===== src/rtl/dataint_ecc_pkg.sv =====
// Shared SECDED helpers: code geometry, Hamming position coverage and decode status.
package dataint_ecc_pkg;

  typedef enum logic [1:0] {ECC_CLEAN, ECC_CORR, ECC_UNCORR} ecc_status_e;

  function automatic bit is_pow2(input int v);
    return (v > 0) && ((v & (v - 1)) == 0);
  endfunction

  function automatic int secded_parity_bits(input int width);
    int p;
    p = 1;
    while ((1 << p) < width + p + 1) p++;
    return p;
  endfunction

  function automatic int secded_cw(input int width);
    return width + secded_parity_bits(width) + 1;
  endfunction

  // Codeword bit index (0-based) holding data bit k: k-th non-power-of-two position.
  function automatic int data_bit_index(input int k);
    int seen;
    int idx;
    seen = 0;
    idx  = 0;
    for (int pos = 1; seen <= k; pos++) begin
      if (!is_pow2(pos)) begin
        idx = pos - 1;
        seen++;
      end
    end
    return idx;
  endfunction

  function automatic logic hamming_covers(input int pos, input int j);
    return ((pos >> j) & 1) != 0;
  endfunction

endpackage


===== src/rtl/dataint_ecc_secded_syndrome.sv =====
// Combinational SECDED syndrome: {overall parity mismatch, Hamming syndrome}.
module dataint_ecc_secded_syndrome
  import dataint_ecc_pkg::*;
#(
  parameter int CW = 13,
  parameter int PB = 4
) (
  input  logic [CW-1:0] codeword,
  output logic [PB:0]   syndrome
);

  for (genvar j = 0; j < PB; j++) begin : g_s
    logic [CW-2:0] mask;
    for (genvar b = 0; b < CW-1; b++) begin : g_m
      assign mask[b] = hamming_covers(b + 1, j);
    end
    assign syndrome[j] = ^(codeword[CW-2:0] & mask);
  end

  assign syndrome[PB] = ^codeword;

endmodule


===== src/rtl/dataint_ecc_hamming_decode_secded_pipe.sv =====
// Pipelined SECDED decoder with valid/ready flow control, event counters and first-error log.
module dataint_ecc_hamming_decode_secded_pipe
  import dataint_ecc_pkg::*;
#(
  parameter  int WIDTH       = 8,
  parameter  int PIPE_STAGES = 2,
  parameter  int CNT_WIDTH   = 16,
  localparam int ParityBits  = secded_parity_bits(WIDTH),
  localparam int CW          = secded_cw(WIDTH)
) (
  input  logic                  i_clk,
  input  logic                  i_rst_n,
  input  logic                  i_valid,
  output logic                  o_ready,
  input  logic [CW-1:0]         i_codeword,
  output logic                  o_valid,
  input  logic                  i_ready,
  output logic [WIDTH-1:0]      o_data,
  output logic                  o_err_corrected,
  output logic                  o_err_uncorrectable,
  output logic [ParityBits:0]   o_syndrome,
  input  logic                  i_cnt_clear,
  output logic [CNT_WIDTH-1:0]  o_cnt_corrected,
  output logic [CNT_WIDTH-1:0]  o_cnt_uncorrectable,
  output logic                  o_log_valid,
  output logic [ParityBits:0]   o_log_syndrome
);

  logic [ParityBits:0] in_syn;
  logic [CW-1:0]       c_cw;
  logic [ParityBits:0] c_syn;
  logic                c_vld;
  logic                out_load;
  logic                out_fire;

  dataint_ecc_secded_syndrome #(.CW(CW), .PB(ParityBits)) u_syn (
    .codeword (i_codeword),
    .syndrome (in_syn)
  );

  assign out_load = ~o_valid | i_ready;
  assign out_fire = o_valid & i_ready;

  if (PIPE_STAGES == 2) begin : g_pipe2
    logic                s0_vld;
    logic [CW-1:0]       s0_cw;
    logic [ParityBits:0] s0_syn;

    assign o_ready = ~s0_vld | out_load;

    always_ff @(posedge i_clk or negedge i_rst_n) begin
      if (!i_rst_n) begin
        s0_vld <= 1'b0;
        s0_cw  <= '0;
        s0_syn <= '0;
      end else if (o_ready) begin
        s0_vld <= i_valid;
        if (i_valid) begin
          s0_cw  <= i_codeword;
          s0_syn <= in_syn;
        end
      end
    end

    assign c_cw  = s0_cw;
    assign c_syn = s0_syn;
    assign c_vld = s0_vld;
  end else begin : g_pipe1
    assign o_ready = out_load;
    assign c_cw    = i_codeword;
    assign c_syn   = in_syn;
    assign c_vld   = i_valid;
  end

  // Correction: only a syndrome naming a real position with odd overall parity flips a bit.
  logic [CW-1:0]         fixed;
  logic [ParityBits-1:0] s;
  ecc_status_e           status;
  logic [WIDTH-1:0]      c_data;

  assign s = c_syn[ParityBits-1:0];

  always_comb begin
    fixed  = c_cw;
    status = ECC_CLEAN;
    if (c_syn[ParityBits]) begin
      if (s == '0) begin
        status = ECC_CORR;
      end else if (int'(s) <= CW-1) begin
        status = ECC_CORR;
        for (int b = 0; b < CW-1; b++)
          if (s == ParityBits'(b + 1)) fixed[b] = ~fixed[b];
      end else begin
        status = ECC_UNCORR;
      end
    end else if (s != '0) begin
      status = ECC_UNCORR;
    end
  end

  for (genvar k = 0; k < WIDTH; k++) begin : g_ext
    assign c_data[k] = fixed[data_bit_index(k)];
  end

  always_ff @(posedge i_clk or negedge i_rst_n) begin
    if (!i_rst_n) begin
      o_valid             <= 1'b0;
      o_data              <= '0;
      o_err_corrected     <= 1'b0;
      o_err_uncorrectable <= 1'b0;
      o_syndrome          <= '0;
    end else if (out_load) begin
      o_valid <= c_vld;
      if (c_vld) begin
        o_data              <= c_data;
        o_err_corrected     <= (status == ECC_CORR);
        o_err_uncorrectable <= (status == ECC_UNCORR);
        o_syndrome          <= c_syn;
      end
    end
  end

  // Events are counted at delivery; clear wins over a same-cycle event.
  always_ff @(posedge i_clk or negedge i_rst_n) begin
    if (!i_rst_n) begin
      o_cnt_corrected     <= '0;
      o_cnt_uncorrectable <= '0;
      o_log_valid         <= 1'b0;
      o_log_syndrome      <= '0;
    end else if (i_cnt_clear) begin
      o_cnt_corrected     <= '0;
      o_cnt_uncorrectable <= '0;
      o_log_valid         <= 1'b0;
      o_log_syndrome      <= '0;
    end else if (out_fire) begin
      if (o_err_corrected && o_cnt_corrected != '1)
        o_cnt_corrected <= o_cnt_corrected + CNT_WIDTH'(1);
      if (o_err_uncorrectable && o_cnt_uncorrectable != '1)
        o_cnt_uncorrectable <= o_cnt_uncorrectable + CNT_WIDTH'(1);
      if (o_err_uncorrectable && !o_log_valid) begin
        o_log_valid    <= 1'b1;
        o_log_syndrome <= o_syndrome;
      end
    end
  end

endmodule

===== config.mk =====
export PLATFORM = sky130hd
export DESIGN_NAME = dataint_ecc_hamming_decode_secded_pipe
export DESIGN_NICKNAME = d
export VERILOG_FILES = /design/src/rtl/dataint_ecc_pkg.sv /design/src/rtl/dataint_ecc_secded_syndrome.sv /design/src/rtl/dataint_ecc_hamming_decode_secded_pipe.sv
export SDC_FILE = /design/constraint.sdc
export NUM_CORES = 1
export LEC_CHECK = 0
export CORE_AREA = 2 2 91 93
export CTS_CLUSTER_SIZE = 10
export DETAILED_ROUTE_END_ITERATION = 16
export DIE_AREA = 0 0 93 95
export PLACE_DENSITY = 0.73
export SLEW_MARGIN = 30
export SYNTH_ARGS = -nofsm -noshare
export SYNTH_HDL_FRONTEND = slang
export SYNTH_SLANG_ARGS = --single-unit

===== constraint.sdc =====
create_clock -name i_clk -period 1.79 [get_ports i_clk]
set_input_delay 0.2685 -clock i_clk [delete_from_list [all_inputs] [get_ports i_clk]]
set_output_delay 0.2685 -clock i_clk [all_outputs]
set_load 0.01 [all_outputs]

* After elaboration in Yosys (flattened, before gate mapping) *
Index checks and enable logic that the tools add are counted.

storage, ports and cells
  flip-flop bits (word level) = 72
  bits of input ports = 18
  output and inout bits = 55
  word-level logic and storage cells = 99

cells by class
  add/sub/neg operators = 2
  $lt $le $gt $ge = 1
  equal/unequal tests = 16
  muxes and demuxes = 31
  bitwise gates (word level) = 17
  reductions and logical operators = 20

operators by type and width
  kind                   number
  $mux 16                6
  $reduce_xor 12->1      4
  $mux 12                3
  $add 16x1->16 const B  2
  $ne 16x16->1 const B   2
  $eq 4x4->1 const B     5
  $eq 4x3->1 const B     4
  $mux 1                 15
  $mux 5                 3
  $not 1->1              14
  $reduce_xor 13->1      1
  $reduce_and 2->1       5
  $eq 4x2->1 const B     2
  $mux 2                 4
  $reduce_bool 2->1      4
  $eq 4x1->1 const B     1
  $le 4x4->1 const B     1
  $logic_not 4->1        1
  $reduce_bool 4->1      1
  $logic_and 1x1->1      3
  $eq 2x1->1 const B     1
  $eq 2x2->1 const B     1
  $or 1x1->1             2
  $and 1x1->1            1
  $logic_not 1->1        1

* Logic depth before layout (Yosys ltp) *
Gate-level depths: netlist of the first run.

  depth after elaboration = 5
  mapped depth = 6
  mapped depth without buffers = 5

* Modules after synthesis *
Synthesis of the first run repeated with hierarchy kept, for this count alone.

unflattened totals
  cells, all modules = 361
  area total of the unflattened synthesis = 3623.5 um^2

by module, submodules not included
  module                                  times used  cells an instance  area an instance (um^2)  sequential area each (um^2)
  dataint_ecc_hamming_decode_secded_pipe  1           343                3412.0                   1701.6
  dataint_ecc_secded_syndrome             1           18                 211.5                    0.0

* Worst setup path after synthesis of the first run *
Ideal clock, no wire load.

  path type = reg2reg
  start point = register o_valid
  end point = register o_cnt_corrected[13]
  setup time = 128 ps
  data arrival time = 1750 ps
  required time = 1662 ps
  path slack = -88 ps
  stages on the path, launching flop included = 6
  buffers on the path = 1
  period minus slack after synthesis = 1878 ps
  cells stage by stage = dfrtp_1 > nand3_1 > or4_1 > buf_2 > nor4_1 > mux2_1

on the way
  longest elaborated chain between the ends = 3

ends and longest elaborated chain
  what                         line                                           text
  from (decl)                  dataint_ecc_hamming_decode_secded_pipe.sv:16   output logic o_valid,
  from (signal assigned)       dataint_ecc_hamming_decode_secded_pipe.sv:113  o_valid <= c_vld;
  $and 1x1->1                  dataint_ecc_hamming_decode_secded_pipe.sv:42   assign out_fire = o_valid & i_ready;
  $reduce_bool 2->1 (no line)  --
  $reduce_and 2->1 (no line)   --
  to (signal assigned)         dataint_ecc_hamming_decode_secded_pipe.sv:137  o_cnt_corrected <= o_cnt_corrected + CNT_WIDTH'(1);
  to (decl)                    dataint_ecc_hamming_decode_secded_pipe.sv:23   output logic [CNT_WIDTH-1:0] o_cnt_corrected,

Every way passes these cells.
A chain may end at the register's enable or synchronous reset.

* Worst setup path in the final report of the first run *
  start point = register o_cnt_corrected[0]
  end point = register o_cnt_corrected[12]

on the way
  longest elaborated chain between the ends = 4
  elaborated cells on any way between the ends = 8
  classes of those cells = add/sub: 1; eq/ne: 1; mux: 3; reduce/logical: 3

ends and longest elaborated chain
  what                                                  line                                                                                          text
  $add 16x1->16 / $ne 16x16->1 (equally long branches)  dataint_ecc_hamming_decode_secded_pipe.sv:137, dataint_ecc_hamming_decode_secded_pipe.sv:136
  $mux 16 / $logic_and 1x1->1 (equally long branches)   dataint_ecc_hamming_decode_secded_pipe.sv:136                                                 if (o_err_corrected && o_cnt_corrected != '1)
  $mux 16 / $reduce_bool 2->1 (equally long branches)   --
  $mux 16 / $reduce_and 2->1 (equally long branches)    --

Parallel ways exist; a longest one is shown, timed or not. The select of a mux whose other input is x is not followed.

==> results of run 1 <==
-- layer usage --
layer / wire length (microns) / track usage / up-vias
li1: - / - / 1560
met1: 3560 / 0.242 / 1582
met2: 4710 / 0.383 / 86
met3: 389 / 0.0503 / 20
met4: 182 / 0.0944 / 0
met5: 0 / 0 / -
-- stage by stage --
stage / setup WS, ns / setup TNS (ns) / cells
after floorplan: -0.0559 / -0.280 / 357
after global placement: -0.556 / -9.34 / 574
after detailed placement: -0.604 / -10.34 / 574
after CTS: -0.0584 / -0.158 / 593
after global routing: -0.175 / -1.22 / 598
final: -0.125 / -0.274 / 598
-- timing repair --
action / CTS / global route
hold endpoints to repair: 68 / 0
hold buffers: 1 / 0
resized for setup: 8 / 25
pin swaps: 5 / 13
setup endpoints to repair: 22 / 28
setup buffers: 2 / 6
-- how the worst max path moves through the flow --
stage,end,slack [ns],cells after the start
finish,o_cnt_corrected[12],-0.13,5
global route,o_cnt_corrected[12],-0.18,5
CTS,o_cnt_corrected[4],-0.06,7
detailed placement,o_cnt_corrected[9],-0.60,5
global placement,o_cnt_corrected[9],-0.56,5
floorplan,o_cnt_corrected[1],-0.06,6
-- cell usage after synthesis (4+ instances only) --
cell type / number
dfrtp_1: 68
nor4_1: 4
or4_1: 15
mux2i_1: 5
nand3_1: 13
inv_1: 6
mux2_1: 5
a21oi_1: 26
xor2_1: 4
o21ai_1: 10
nand4_1: 8
nor3_1: 4
o21ai_0: 17
nand2b_1: 5
or3_1: 14
nor2_1: 22
clkbuf_1: 13
xnor2_1: 18
mux2_2: 10
o31ai_1: 14
nor2b_1: 4
nand3b_1: 4
nand2_1: 42
-- cells by family after synthesis --
family	Yosys count
mux	20
buf+inv	23
fa+ha+maj	2
simple gates	148
compound gates	71
flops	68
xor+xnor	25
-- layout by cell type (no fill, tap or decap), types with 2 or more instances in the layout --
cell	netlist	layout
or3_1	14	13
nor4_4	0	2
xnor3_1	2	2
dfrtp_2	0	6
o21ai_0	17	17
nand2b_1	5	5
ha_2	0	2
buf_4	0	58
mux2_2	10	10
a21oi_1	26	23
or4_1	15	10
o31ai_1	14	12
nand4_1	8	8
bufinv_16	0	3
mux2i_1	5	5
mux2_4	0	2
buf_12	0	3
nor3_1	4	3
or4_4	0	5
a21oi_2	0	3
nand3_1	13	12
dfrtp_1	68	62
inv_1	6	6
and3_1	2	2
nand2_1	42	42
nor2_1	22	22
xnor2_1	18	18
buf_6	0	3
nor4_1	4	2
nand3b_1	4	4
o31ai_2	0	2
clkdlybuf4s50_1	0	68
dlygate4sd2_1	0	2
mux2_1	5	3
clkbuf_8	0	10
xor2_1	4	4
o21ai_1	10	10
nor2b_1	4	4
-- cell type report --
type / instances / area [sq um] / share of cell area
Tap cell: 105 / 131 / 0.0252
Inverter: 6 / 22.5 / 0.00433
Timing Repair Buffer: 137 / 1250 / 0.241
Multi-Input combinational cell: 266 / 1840 / 0.353
Clock inverter: 6 / 111 / 0.0214
Sequential cell: 68 / 1710 / 0.328
Clock buffer: 10 / 138 / 0.0264
-- worst reg2reg max path, cell delays in order (launching register included) --
cell     delay, ns
dfrtp_1       0.40
ha_2          0.21
nand4_1       0.20
or3_4         0.43
or4_4         0.44
a21oi_2       0.15
-- power by group through the flow --
stage | clock [W] | sequential (W) | combinational (W)
after floorplan | 0 | 0.00197 | 0.000506
after detailed placement | 0 | 0.00197 | 0.00112
final | 0.00157 | 0.00194 | 0.00113
after global routing | 0.00166 | 0.00198 | 0.00125
after global placement | 0 | 0.00196 | 0.00110
after CTS | 0.00159 | 0.00195 | 0.00113
-- state kept, by name, summed over array words and instances, names as in the netlist --
register / count
c_cw: 8
o_valid: 1
o_log_syndrome: 5
o_syndrome: 5
o_data: 8
o_cnt_corrected: 16
o_cnt_uncorrectable: 16
c_vld: 1
c_syn: 5
o_err_corrected: 1
o_err_uncorrectable: 1
o_log_valid: 1
==> out/results.ini, run 1 <==
[placed_design]
io_buffer_count=72
placed_cell_area_sq_um=4760
detailedPlacementHpwl_microns=6240
finalWeightedCongestion=0.828

[worst_setup_path]
timing.critical_path.from=o_cnt_corrected[0]
startpoint_type=register
crit_path_buffers_inverters=0
critPathTopFamily=simple AND/OR/NAND/NOR gates
worstPathCellList=ha_2 > nand4_1 > or3_4 > or4_4 > a21oi_2
startpoint_of_the_worst_slack_reg_to_reg_timing_path=o_cnt_corrected[0]
crit_path_max_incr_delay_ns=0.44
timing.critical_path.slowest_stage_cell=or4_4
worst_setup_end_kind=register
critPathKind=register to register
reg_to_reg_slack_setup_ns=-0.13
reg2reg_to=o_cnt_corrected[12]
crit_required_ns=2.06
worstRegToRegCells=5
timing.critical_path.fanout_max=6
critical_path_arrival_ns=2.19

[sta]
final.period_utilization=1.07
timing_hold_violations_final=0
hold-worst-slack_ns=0.440
grt_setup_unrepaired=true
setup_viol_count_final=4
pins_over_their_slew_limit=0
finalWorstPathRequiredPeriod_ns=1.92
final_worst_path_setup_slack_ns=-0.125
tightest_slew_ns=0.389
max-slew-margin-rel=0.739
fmaxAchievable_mhz=522
clock_skew_ns=0.00616

[power]
power.ir.vdd_worst_v=0.000467
switching_power_w=0.00130
pwr-share-clk=0.338
total_power_w=0.00464
seq_power_share=0.419
cell_internal_pwr_w=0.00334
power.switching_fraction=0.280
power_frac_comb=0.243
power.leakage_nw=2.17
powerDensity_nw_per_um2=892

[cells_and_area]
final.fill_count=660
area_growth_pct=48.7
layout.cell_area.non_filler_sq_um=5210
drive_above_1_share=0.245
antenna_cells_inserted=0
fin_nets=508
final_core_utilization=0.657

[route]
drt-vias-per-instance=5.43
detail_route.wirelength_microns=8850
dr.pass1.iters=4
drt_iter0_markers=143
drc_errors=0
drtAntennaViolNets=0
routed_wire_length_per_instance_microns=14.8
vias=3248

[floorplan]
core.rowCount=33
die-area_sq_um=8840
floorplan.initialDensity=0.442
dieHeight_microns=95
io_pins=73
core_region_area_sq_um=7930
fp.dieW_microns=93

[run_status]
failing_checks=negative setup slack
run_status=finished, violations left

[synthesis]
synth.area.mux_share=0.0625
yosys_warnings=0
synth-async-reset-ratio=1.00
synthDominantAreaCellType=dfrtp_1
fraction_of_the_mapped_netlist_area_in_compound_gates=0.117
synth-seq-area-share=0.486
yosys_register_bits=68
post_synth_num_cell_types=42
synth_ff_type=dfrtp_1
synth.avg_cell_area_sq_um=9.81
synth_top_area_frac=0.486
synth.area.top_cells=dfrtp_1 49%, nand2_1 4.5%, xnor2_1 4.5%
largest_family_of_logic_cells_by_synthesized_area=simple AND/OR/NAND/NOR gates
synth_fa_ha_area_frac=0.00715
count_of_flip_flops_with_a_built_in_enable_after_synthesis=0
postSynthNetCount=377
post_syn_instances=357
synth_xor_xnor_area_share=0.0747
synth.cell_area_sq_um=3500
synth_simple_gate_area_frac=0.227

[cts]
cts-htree-levels=3
cts_num_sinks=68
clkSlewWorstSetupHoldPaths_ns=0.08
clock_tree.root_cell=clkbuf_8
cts_buffers=9
cts_max_path_buffers=2
clk-insertion-delay-late_ns=0.35
cts_tree=yes

[grt]
largest_net_degree_at_the_start_of_global_routing=69
grt_total_usage=0.213
grt_first_pass_wirelength_microns=14900
antenna_found_initial=0
globalRouteOverflowTotal=0
grt_pass1_vias=3250

[job]
cap_violations=0

[min_path]
hold_path.class=primary input to async pin

No activity file was read; power rests on OpenSTA's default activity.
==> run 2: changes to the inputs <==
- SKIP_LAST_GASP: unset -> 1
- SLEW_MARGIN: 30 -> 20
==> run 2 against run 1 <==
Against the previous run:
- the flow still finishes with violations (negative setup slack)
- critical path depth unchanged
- sequential cell count unchanged
- register-to-register slack about the same
- clock skew hardly changed
- clock power hardly changed
- global-route usage unchanged
- largest cell class unchanged
- largest power group unchanged
- highest routed layer unchanged
==> out/results.ini, run 2 (synthesis results as in run 1) <==
[run_status]
run_status=finished, violations left
failing_checks=negative setup slack

[min_path]
hold_path.class=primary input to async pin

[cells_and_area]
commonest_cells_after_routing_fill_and_taps_aside=69 x clkdlybuf4s50_1, 63 x dfrtp_1, 60 x buf_4
drive_above_1_share=0.235
reg_top3=o_cnt_corrected: 16 flops, o_cnt_uncorrectable: 16 flops
area_growth_pct=47.9
layout.cells.most_common=clkdlybuf4s50_1
layout.cell_area.non_filler_sq_um=5180
antenna_cells_inserted=0
fin_nets=508

[sta]
hold-worst-slack_ns=0.441
timing_hold_violations_final=0
tightest_slew_ns=0.383
max-slew-margin-rel=0.744
final.period_utilization=1.07
fmaxAchievable_mhz=523
grt_setup_unrepaired=true
setup_viol_count_final=6
clock_skew_ns=0.00637
pins_over_their_slew_limit=0
finalWorstPathRequiredPeriod_ns=1.91
final_worst_path_setup_slack_ns=-0.124

[grt]
grt_total_usage=0.213
grt_first_pass_wirelength_microns=14900
use_met1=0.242
largest_net_degree_at_the_start_of_global_routing=69
globalRouteOverflowTotal=0
grt_use_met3=0.0503
met2_usage_in_global_routing=0.383
grt_most_used_layer=met2
antenna_found_initial=0
grt_pass1_vias=3250

[power]
power.ir.vdd_worst_v=0.000468
power.leakage_nw=2.15
powerDensity_nw_per_um2=897
total_power_w=0.00464

[worst_setup_path]
worst_setup_end_kind=register
timing.critical_path.slowest_stage_cell=or4_4
critical_path_arrival_ns=2.18
timing.critical_path.fanout_max=6
worstPathCellList=ha_2 > nand4_1 > or3_4 > or4_4 > a21oi_2
reg_to_reg_slack_setup_ns=-0.12
crit_path_buffers_inverters=0
critPathTopFamily=simple AND/OR/NAND/NOR gates
crit_path_max_incr_delay_ns=0.44
critPathKind=register to register
startpoint_type=register
crit_required_ns=2.06

[cts]
clk-insertion-delay-late_ns=0.35
cts-htree-levels=3
cts_num_sinks=68
clock_tree.root_cell=clkbuf_8
clkSlewWorstSetupHoldPaths_ns=0.08
cts_buffers=9
cts_tree=yes
cts_max_path_buffers=2

[floorplan]
core.rowCount=33
floorplan.initialDensity=0.442
dieHeight_microns=95
die-area_sq_um=8840
io_pins=73
core_region_area_sq_um=7930
fp.dieW_microns=93

[route]
drtAntennaViolNets=0
detail_route.wirelength_microns=8810
drc_errors=0
routed_wire_length_per_instance_microns=14.7
drt-vias-per-instance=5.39
vias=3226
dr.pass1.iters=4
drt_iter0_markers=139

[placed_design]
io_buffer_count=72
finalWeightedCongestion=0.828
detailedPlacementHpwl_microns=6240
placed_cell_area_sq_um=4760
pre_cts_slack_ns=-0.604

[job]
cap_violations=0

-- run 2: cell types whose count changed in the layout (fill, tap and decap cells not counted) --
| cell | change |
|---|---|
| dfrtp_1 | +1 |
| or4_4 | -1 |
| mux2_1 | +1 |
| buf_4 | +2 |
| nor3b_1 | +1 |
| dlymetal6s2s_1 | -1 |
| nor3b_2 | -1 |
| o31ai_1 | +1 |
| buf_6 | -2 |
| or4_1 | +1 |
| dfrtp_2 | -1 |
| mux2_4 | -1 |
| o31ai_2 | -1 |
| clkdlybuf4s50_1 | +1 |
-- run 2: path summary, 6_finish.rpt --
path                               startpoint  cells past startpoint                      end
min                                   i_rst_n                      3  o_cnt_uncorrectable[10]
min reg2reg                         o_data[2]                      2                o_data[2]
max reg2reg                o_cnt_corrected[0]                      5      o_cnt_corrected[12]
min in group i_clk                  o_data[2]                      2                o_data[2]
max in group asynchronous             i_rst_n                      3                  o_valid
max                        o_cnt_corrected[0]                      5      o_cnt_corrected[12]
-- run 2: layer usage --
layer	vias up	part of all wire
li1	1560	-
met4	0	0.016
met5	-	0
met2	84	0.53
met3	16	0.044
met1	1566	0.41
-- run 2: power by group --
| group | leakage (nW) | switching (W) | internal [W] |
|---|---|---|---|
| clock network | 0.122 | 0.000607 | 0.000963 |
| logic | 1.15 | 0.000485 | 0.000643 |
| registers | 0.882 | 0.000204 | 0.00174 |
-- run 2: metrics by stage --
stage / cells / utilization / TNS (ns)
final: 598 / 0.653 / -0.410
after global routing: 598 / 0.653 / -1.46
after CTS: 593 / 0.638 / -0.165
after detailed placement: 574 / 0.600 / -10.34
after global placement: 574 / 0.600 / -9.34
after floorplan: 357 / - / -0.280
-- run 2: worst min-delay path, stage by stage --
cell	delay (ns)
dlygate4sd3_1	0.52
buf_2	0.12
buf_12	0.29
-- run 2: cell type report --
cell class,instances,area (sq um)
inverter,6,22.5
clock inverter,6,111
tap,105,131
sequential,68,1710
multi-input combinational,266,1820
fill,660,2750
clock buffer,10,138
timing repair buffer,137,1240
-- run 2: what timing repair did --
item	in CTS	in global routing
hold buffers	1	0
gates resized for setup	8	17
hold endpoints to repair	68	0
buffers inserted	2	6
endpoints found under the setup margin	22	28
pin swaps	3	9
==> run 3: changes to the inputs <==
- MAX_ROUTING_LAYER: unset -> met4
==> run 3 against run 2 <==
Against the previous run:
- the flow still finishes with violations (negative setup slack)
- critical path type unchanged
- sequential cell count unchanged
- non-clock buffer count unchanged
- critical endpoint unchanged
- clock-buffer cell count stayed put
- cell area did not move
==> out/results.ini, run 3 (synthesis results as in run 1) <==
[run_status]
run_status=finished, violations left
failing_checks=negative setup slack

[power]
power.ir.vdd_worst_v=0.000469
power.leakage_nw=2.15
powerDensity_nw_per_um2=897

[sta]
max-slew-margin-rel=0.744
tightest_slew_ns=0.383
setup_viol_count_final=6
pins_over_their_slew_limit=0
final_worst_path_setup_slack_ns=-0.127
finalWorstPathRequiredPeriod_ns=1.92
hold-worst-slack_ns=0.456
clock_skew_ns=0.00640
fmaxAchievable_mhz=522
timing_hold_violations_final=0
final.period_utilization=1.07
grt_setup_unrepaired=true

[cts]
clkSlewWorstSetupHoldPaths_ns=0.08
cts_buffers=9
clk-insertion-delay-late_ns=0.35
cts-htree-levels=3
cts_tree=yes
cts_num_sinks=68
cts_max_path_buffers=2
clock_tree.root_cell=clkbuf_8

[cells_and_area]
commonest_cells_after_routing_fill_and_taps_aside=69 x clkdlybuf4s50_1, 63 x dfrtp_1, 60 x buf_4
layout.cells.most_common=clkdlybuf4s50_1
area_growth_pct=47.9
reg_top3=o_cnt_corrected: 16 flops, o_cnt_uncorrectable: 16 flops
area_occupied_by_multi_input_gates_sq_um=1820
seq_area_sq_um=1710
drive_above_1_share=0.235
fin_nets=508
antenna_cells_inserted=0
final.fill_count=660

[route]
drtAntennaViolNets=0
drt-vias-per-instance=5.38
routed_wire_length_per_instance_microns=14.7
vias=3219
drc_errors=0
detail_route.wirelength_microns=8820
dr.pass1.iters=4
drt_iter0_markers=139

[worst_setup_path]
crit_path_buffers_inverters=0
timing.critical_path.fanout_max=6
critPathKind=register to register
critPathTopFamily=simple AND/OR/NAND/NOR gates
timing.critical_path.slowest_stage_cell=or4_4
crit_required_ns=2.06
startpoint_type=register
critical_path_arrival_ns=2.19
crit_path_max_incr_delay_ns=0.44
worstPathCellList=ha_2 > nand4_1 > or3_4 > or4_4 > a21oi_2
worst_setup_end_kind=register

[floorplan]
io_pins=73
fp.dieW_microns=93
core.rowCount=33
core_region_area_sq_um=7930
dieHeight_microns=95
die-area_sq_um=8840
floorplan.initialDensity=0.442

[grt]
grt_total_usage=0.219
globalRouteOverflowTotal=0
grt_pass1_vias=3254
grt_first_pass_wirelength_microns=14900
antenna_found_initial=0
largest_net_degree_at_the_start_of_global_routing=69

[placed_design]
pre_cts_slack_ns=-0.604
detailedPlacementHpwl_microns=6240
io_buffer_count=72
finalWeightedCongestion=0.841

[job]
cap_violations=0

[min_path]
hold_path.class=primary input to async pin

run 3: cell counts in the layout (fill, tap and decap cells not counted):
Identical to the previous run, type by type.
run 3: path summary, 6_finish.rpt:
path                               startpoint                       to  slack, ns  cells after the start
max reg2reg                o_cnt_corrected[0]      o_cnt_corrected[12]      -0.13                      5
min reg2reg                         o_data[2]                o_data[2]       0.49                      2
min in group i_clk                  o_data[2]                o_data[2]       0.49                      2
min                                   i_rst_n  o_cnt_uncorrectable[10]       0.46                      3
max in group asynchronous             i_rst_n       o_cnt_corrected[4]       1.02                      3
max                        o_cnt_corrected[0]      o_cnt_corrected[12]      -0.13                      5
run 3: power by group:
| group | internal [W] | total, W | switching, W |
|---|---|---|---|
| clock | 0.000963 | 0.00157 | 0.000606 |
| sequential | 0.00174 | 0.00194 | 0.000205 |
| combinational | 0.000643 | 0.00113 | 0.000485 |
run 3: tightest hold or removal path, delay by kind of cell:
kind                   cells  cell delay (ns)
buffers and inverters      3             0.94
run 3: cell type report:
type / instances / area share
Clock inverter: 6 / 0.0215
Inverter: 6 / 0.00435
Clock buffer: 10 / 0.0266
Multi-Input combinational cell: 266 / 0.352
Timing Repair Buffer: 137 / 0.240
Sequential cell: 68 / 0.330
Tap cell: 105 / 0.0254
run 3: repair_timing:
item / 4_1_cts / 5_1_grt
hold endpoints to repair: 68 / 0
hold buffers: 1 / 0
resized for setup: 8 / 17
buffers inserted: 2 / 6
setup endpoints to repair: 22 / 28
pin swaps: 3 / 9
run 3: through the flow:
step	util	cells	TNS [ns]	total power, W	area [sq um]
after detailed placement	0.600	574	-10.34	0.00310	4760
after CTS	0.638	593	-0.165	0.00467	5060
after global placement	0.600	574	-9.34	0.00307	4760
after floorplan	-	357	-0.280	0.00248	3520
final	0.653	598	-0.417	0.00464	5180
after global routing	0.653	598	-1.45	0.00489	5180
run 3: layer usage:
metal  part of all wire  vias to the layer above  global-route usage
met3              0.041                       14              0.0463
met5                  0                        -                   -
met1               0.40                     1563               0.241
met4              0.014                        0              0.0944
li1                   -                     1561                   -
met2               0.54                       81               0.385
